<file path="src/rtl/div_iter.sv">
// ---------------------------------------------------------------------------
// div_iter : multi-cycle iterative restoring divider (DIV / DIVU).
//
// One quotient bit per clock, MSB first, using a (WIDTH+1)-bit trial
// subtract. Signed operations divide magnitudes and fix the signs up at
// the end: the quotient is negated when the operand signs differ, and the
// remainder always takes the sign of the dividend.
//
// Ports
//   clk       rising-edge clock
//   reset     asynchronous, active-high reset
//   Start     request, sampled only while Busy=0
//   A, B      dividend, divisor
//   Signed    1: two's-complement DIV, 0: unsigned DIVU
//   Busy      operation in progress (Start ignored)
//   Done      one-cycle pulse, Q/R/flags valid from this cycle
//   Q, R      quotient (LO), remainder (HI)
//   DivZero   divisor was zero on the accepted request
//   Overflow  signed most-negative / -1
//
// Build option
//   DIV_EARLY_OUT_EN : when |B| > |A| the iterations are skipped and the
//   result (Q=0, R=A) is produced two edges after acceptance. Results are
//   identical with or without it; only latency changes.
// ---------------------------------------------------------------------------
module div_iter #(
    parameter int WIDTH = 32
) (
    input  logic             clk,
    input  logic             reset,
    input  logic             Start,
    input  logic [WIDTH-1:0] A,
    input  logic [WIDTH-1:0] B,
    input  logic             Signed,
    output logic             Busy,
    output logic             Done,
    output logic [WIDTH-1:0] Q,
    output logic [WIDTH-1:0] R,
    output logic             DivZero,
    output logic             Overflow
);

    localparam int CW = $clog2(WIDTH + 1);
    localparam logic [WIDTH-1:0] MOST_NEG = {1'b1, {(WIDTH-1){1'b0}}};

    typedef enum logic [1:0] {S_IDLE, S_RUN, S_FIX} state_t;

    state_t           state_reg;
    logic [WIDTH-1:0] dvd_reg;    // dividend shifting out, quotient shifting in
    logic [WIDTH-1:0] rem_reg;    // partial remainder
    logic [WIDTH-1:0] mag_b_reg;  // divisor magnitude
    logic             neg_q_reg;
    logic             neg_r_reg;
    logic             skip_reg;   // short path: no iterations needed
    logic [CW-1:0]    cnt_reg;

    logic [WIDTH-1:0] mag_a;
    logic [WIDTH-1:0] mag_b;
    logic             early_out;
    logic [WIDTH:0]   rem_shift;
    logic [WIDTH+1:0] trial;
    logic             qbit;
    logic [WIDTH-1:0] rem_next;
    logic [WIDTH-1:0] q_final;
    logic [WIDTH-1:0] r_final;

    // Magnitudes; the most-negative value maps onto itself, which is its
    // correct unsigned magnitude.
    assign mag_a = (Signed && A[WIDTH-1]) ? -A : A;
    assign mag_b = (Signed && B[WIDTH-1]) ? -B : B;

`ifdef DIV_EARLY_OUT_EN
    assign early_out = (mag_b > mag_a);
`else
    assign early_out = 1'b0;
`endif

    // Trial subtract; the extra top bit of trial is the borrow.
    assign rem_shift = {rem_reg, dvd_reg[WIDTH-1]};
    assign trial     = {1'b0, rem_shift} - {2'b00, mag_b_reg};
    assign qbit      = ~trial[WIDTH+1];
    // Either result is below the divisor magnitude, so WIDTH bits suffice.
    assign rem_next  = qbit ? trial[WIDTH-1:0] : rem_shift[WIDTH-1:0];

    assign q_final = neg_q_reg ? -dvd_reg : dvd_reg;
    assign r_final = neg_r_reg ? -rem_reg : rem_reg;

    always_ff @(posedge clk or posedge reset) begin
        if (reset) begin
            state_reg <= S_IDLE;
            dvd_reg   <= '0;
            rem_reg   <= '0;
            mag_b_reg <= '0;
            neg_q_reg <= 1'b0;
            neg_r_reg <= 1'b0;
            skip_reg  <= 1'b0;
            cnt_reg   <= '0;
            Busy      <= 1'b0;
            Done      <= 1'b0;
            Q         <= '0;
            R         <= '0;
            DivZero   <= 1'b0;
            Overflow  <= 1'b0;
        end else begin
            Done <= 1'b0;
            case (state_reg)
                S_IDLE: begin
                    if (Start) begin
                        Busy      <= 1'b1;
                        DivZero   <= (B == '0);
                        Overflow  <= Signed && (A == MOST_NEG) && (B == '1);
                        mag_b_reg <= mag_b;
                        neg_q_reg <= Signed & (A[WIDTH-1] ^ B[WIDTH-1]);
                        neg_r_reg <= Signed & A[WIDTH-1];
                        cnt_reg   <= '0;
                        state_reg <= S_RUN;
                        if ((B == '0) || early_out) begin
                            // q=0, rem=|A|: sign fix-up then restores R=A.
                            skip_reg <= 1'b1;
                            dvd_reg  <= '0;
                            rem_reg  <= mag_a;
                        end else begin
                            skip_reg <= 1'b0;
                            dvd_reg  <= mag_a;
                            rem_reg  <= '0;
                        end
                    end
                end
                S_RUN: begin
                    // Short paths spend this single cycle here without
                    // iterating, so their Done lands two edges after Start.
                    if (skip_reg) begin
                        state_reg <= S_FIX;
                    end else begin
                        dvd_reg <= {dvd_reg[WIDTH-2:0], qbit};
                        rem_reg <= rem_next;
                        cnt_reg <= cnt_reg + 1'b1;
                        if (cnt_reg == CW'(WIDTH - 1))
                            state_reg <= S_FIX;
                    end
                end
                S_FIX: begin
                    // Overflow needs no special case: |q| = 2^(W-1) with
                    // both signs negative already yields MOST_NEG, R=0.
                    Q         <= DivZero ? '1 : q_final;
                    R         <= r_final;
                    Busy      <= 1'b0;
                    Done      <= 1'b1;
                    state_reg <= S_IDLE;
                end
                default: state_reg <= S_IDLE;
            endcase
        end
    end

endmodule

</file>
<file path="config.mk">
export PLATFORM = sky130hd
export DESIGN_NAME = div_iter
export DESIGN_NICKNAME = d
export VERILOG_FILES = /design/src/rtl/div_iter.sv
export SDC_FILE = /design/constraint.sdc
export NUM_CORES = 1
export LEC_CHECK = 0
export ABC_AREA = 1
export CAP_MARGIN = 0
export CORE_UTILIZATION = 39
export CTS_CLUSTER_SIZE = 20
export DETAILED_ROUTE_END_ITERATION = 10
export GPL_TIMING_DRIVEN = 0
export HOLD_SLACK_MARGIN = 0.12
export PLACE_DENSITY = 0.59
export SLEW_MARGIN = 20
export SYNTH_ARGS = -nofsm -noshare
export SYNTH_HDL_FRONTEND = slang
export SYNTH_SLANG_ARGS = --single-unit
</file>
<file path="constraint.sdc">
create_clock -name clk -period 12.7 [get_ports clk]
set_clock_uncertainty 0.15 [all_clocks]
set_input_delay 1.905 -clock clk [delete_from_list [all_inputs] [get_ports clk]]
set_output_delay 1.905 -clock clk [all_outputs]
set_load 0.01 [all_outputs]
</file>
==> results.yml <==
run_status:
  status: "completed"
timing:
  period_minus_slack_ns: 4.50
  finalCritPeriodShare_pct: 35.4
  rsz0062_at_grt: "false"
  worstMarginPinSlew_ns: 0.869
  setup_viol: 0
  relSlewSlack_pct: 42.1
  hold_violations: 0
  slew_viol_final: 0
  fmax_ghz: 0.222
  tns_ns: 0
critical_path:
  worstPathArrival_ns: 4.75
  worst_path_max_delay_cell: "o21ai_0"
  path_common_cell: "nand2_1"
  reg2reg_depth: 18
  cp-end-kind: "flop"
  rrSetupSlack_ns: 9.81
  crit_type: "in2reg"
  cp_cell_sequence: "clkdlybuf4s50_1 > nand2_1 > clkinv_1 > clkbuf_1 > o21ai_0 > nand3_1 > nand2_1 > nand2_1 > nand2_1"
  path_buf_inv: 3
  crit_family: "buffers and inverters"
  r2r-end: "rem_reg[28]"
  max_stage_delay_ns: 0.53
  timing.rr.start: "dvd_reg[31]"
  critPathRequiredTime_ns: 12.95
  cp-start-kind: "primary input"
  cp_max_fo: 10
power_and_ir_drop:
  power_density_nw_per_um2: 243
  p_leak_nw: 8.18
  worst_ir_drop_vdd_v: 0.000126
yosys:
  synthArstFlopShare_pct: 100
  netlist_area_um2: 13900
  synth_warnings: 0
  synth-edff-count: 0
  synthFlopType: "dfrtp_1"
  postSynthAreaPerCell_um2: 6.20
  syn_nets: 2349
  yosys_register_bits: 174
  ys_seq_area_share_pct: 31.3
  synthTopCellsByArea: "dfrtp_1 (31%), nand2_1 (20%), inv_1 (8.3%)"
  synth_top_area_share_pct: 31.3
  synth_top_cell_by_area: "dfrtp_1"
  ys_types: 47
  synthCells: 2242
clock_network:
  post_cts_buffers: 0
  clock-sinks: 174
  ctsRootBufferMaster: "clkbuf_16"
  insertion_delay_ns: 0.46
  cts_htree_levels: 4
  cts_tree: "built"
  hold_buffers: 0
  clock_path_buffers: 2
  ctsResizeCount: 0
  cts_buffers: 17
  path_clk_slew_ns: 0.08
floorplan:
  initial_core_util_pct: 40.0
  dieArea_um2: 36400
  num_io_pins: 136
  row_count: 68
  dieHeight_um: 191
  core_area_um2: 34800
  die_w_um: 191
placed_design:
  dp_hpwl_um: 40600
  port_buffers: 135
  gp_congestion: 0.965
  dpl-instance-area_um2: 15900
routing:
  wl_um: 49100
  dr.pass1.iters: 5
  drt_iter0_drc: 1149
  routedWlPerCell_um: 17.1
  ant_nets: 0
  num_vias: 14600
  drc: 0
  viasPerCell: 5.10
global_routing:
  grt_max_degree: 103
  grt_antenna_before_repair: 1
  grt_remaining_overflow: 0
  grt_usage_pct: 27.5
  grt_pass1_vias: 13600
  grt_pass1_wl_um: 76000
hold_path:
  whs_path_depth: 2
  hp-start: "mag_b_reg[22]"
  hold_end: "mag_b_reg[22]"
  min_path_type: "reg2reg"
layout:
  area_growth_pct: 18.3
  fillers: 3721
  final_cell_area_um2: 16500
  num_antenna_cells: 0
  nNetsFinal: 2504
  drive_above_1_share_pct: 3.73
run:
  maxCapViolations: 0
[synth_stat cells (6+ instances only)]
cell type	instances
nand2_1	730
inv_1	309
nor2_1	261
nand3_1	202
dfrtp_1	174
a21oi_1	100
o21ai_0	87
clkbuf_1	51
xor2_1	51
ha_1	38
nand4_1	33
nor3_1	31
xnor2_1	23
a31oi_1	21
nand2_2	13
nand3b_1	12
o22ai_1	11
buf_2	9
buf_1	8
o31ai_1	8
nor4_1	7
or2_2	7
buf_4	6
[layout by cell type, fill, tap and decap left out, types with 6 or more instances in the layout]
| cell type | n |
|---|---|
| nor2_1 | 261 |
| clkdlybuf4s50_1 | 135 |
| dfrtp_1 | 174 |
| xor2_1 | 51 |
| a21oi_1 | 100 |
| nand3b_1 | 12 |
| ha_1 | 38 |
| nand2_2 | 13 |
| inv_1 | 308 |
| nor3_1 | 31 |
| o21ai_0 | 87 |
| o22ai_1 | 11 |
| buf_4 | 6 |
| o31ai_1 | 8 |
| or2_2 | 7 |
| nand4_1 | 33 |
| xnor2_1 | 23 |
| clkbuf_1 | 51 |
| nand2_1 | 730 |
| a31oi_1 | 21 |
| clkbuf_16 | 17 |
| nand3_1 | 202 |
| nor4_1 | 7 |
| buf_2 | 9 |
| buf_1 | 8 |
[stage by stage]
step / util, % / worst slack [ns] / cells / hold slack [ns] / power, mW
2_1_floorplan: - / 5.93 / 2242 / 0.299 / 2.64
3_3_place_gp: 45.5 / 3.53 / 2832 / 0.311 / 3.43
3_5_place_dp: 45.6 / 7.76 / 2833 / 0.317 / 3.46
4_1_cts: 47.3 / 8.24 / 2865 / 0.334 / 4.00
5_1_grt: 47.3 / 8.07 / 2865 / 0.356 / 4.38
6_report: 47.3 / 8.20 / 2865 / 0.332 / 4.00
[worst max-delay path by stage]
stage | from | endpoint | slack (ns) | cells past startpoint
global placement | reset | mag_b_reg[0] | 3.53 | 2
global route | A[31] | rem_reg[1] | 8.07 | 9
finish | A[31] | rem_reg[1] | 8.20 | 9
CTS | A[31] | rem_reg[1] | 8.24 | 9
floorplan | reset | Busy | 5.93 | 1
detailed placement | A[31] | rem_reg[1] | 7.76 | 9
[layout make-up]
class                      count  area [µm²]  share of cell area [%]
multi-input combinational   1678        8040                    48.9
sequential                   174        4350                    26.5
timing repair buffer         136        1380                    8.38
inverter                     314        1190                    7.21
tap                          455         569                    3.46
clock buffer                  18         439                    2.67
buffer                        76         334                    2.03
clock inverter                14         145                   0.882
[worst register-to-register path: stages (launching register included)]
cell	delay (ns)
dfrtp_1	0.41
inv_1	0.21
ha_1	0.19
inv_1	0.07
fa_1	0.47
nand3_1	0.13
nand3_1	0.17
nand2_1	0.10
nand2_1	0.14
nand2_1	0.09
nand2_1	0.08
nand2_1	0.14
nand2_1	0.07
nand2_1	0.06
nand3_1	0.07
nand2_1	0.08
nand2_1	0.05
nand2_1	0.05
nand2_1	0.05
[cell families (layout without fill, tap and decap cells)]
family / Yosys count / after routing / synth area share (%)
mux: 1 / 1 / 0.0720
compound gates: 244 / 244 / 9.50
fa+ha+maj: 39 / 39 / 3.56
xor+xnor: 74 / 74 / 4.66
flops: 174 / 174 / 31.3
buf+inv: 390 / 558 / 10.9
simple gates: 1320 / 1320 / 40.0
[per-layer routing]
metal | vias up | track usage, % | wire length, µm
met5 | - | 0 | 0
met4 | 0 | 10.8 | 1580
met3 | 70 | 3.70 | 3040
met2 | 483 | 42.2 | 21200
met1 | 6655 | 38.9 | 23200
li1 | 7408 | - | -
[power breakdown]
part / switching [mW] / leakage [nW] / internal (mW) / total (mW)
Combinational: 1.57 / 5.78 / 0.886 / 2.46
Clock: 0.267 / 0.281 / 0.267 / 0.534
Sequential: 0.227 / 2.12 / 0.785 / 1.01
Total: 2.07 / 8.18 / 1.94 / 4.00
Note: power is estimated with default switching activity, not from simulation.
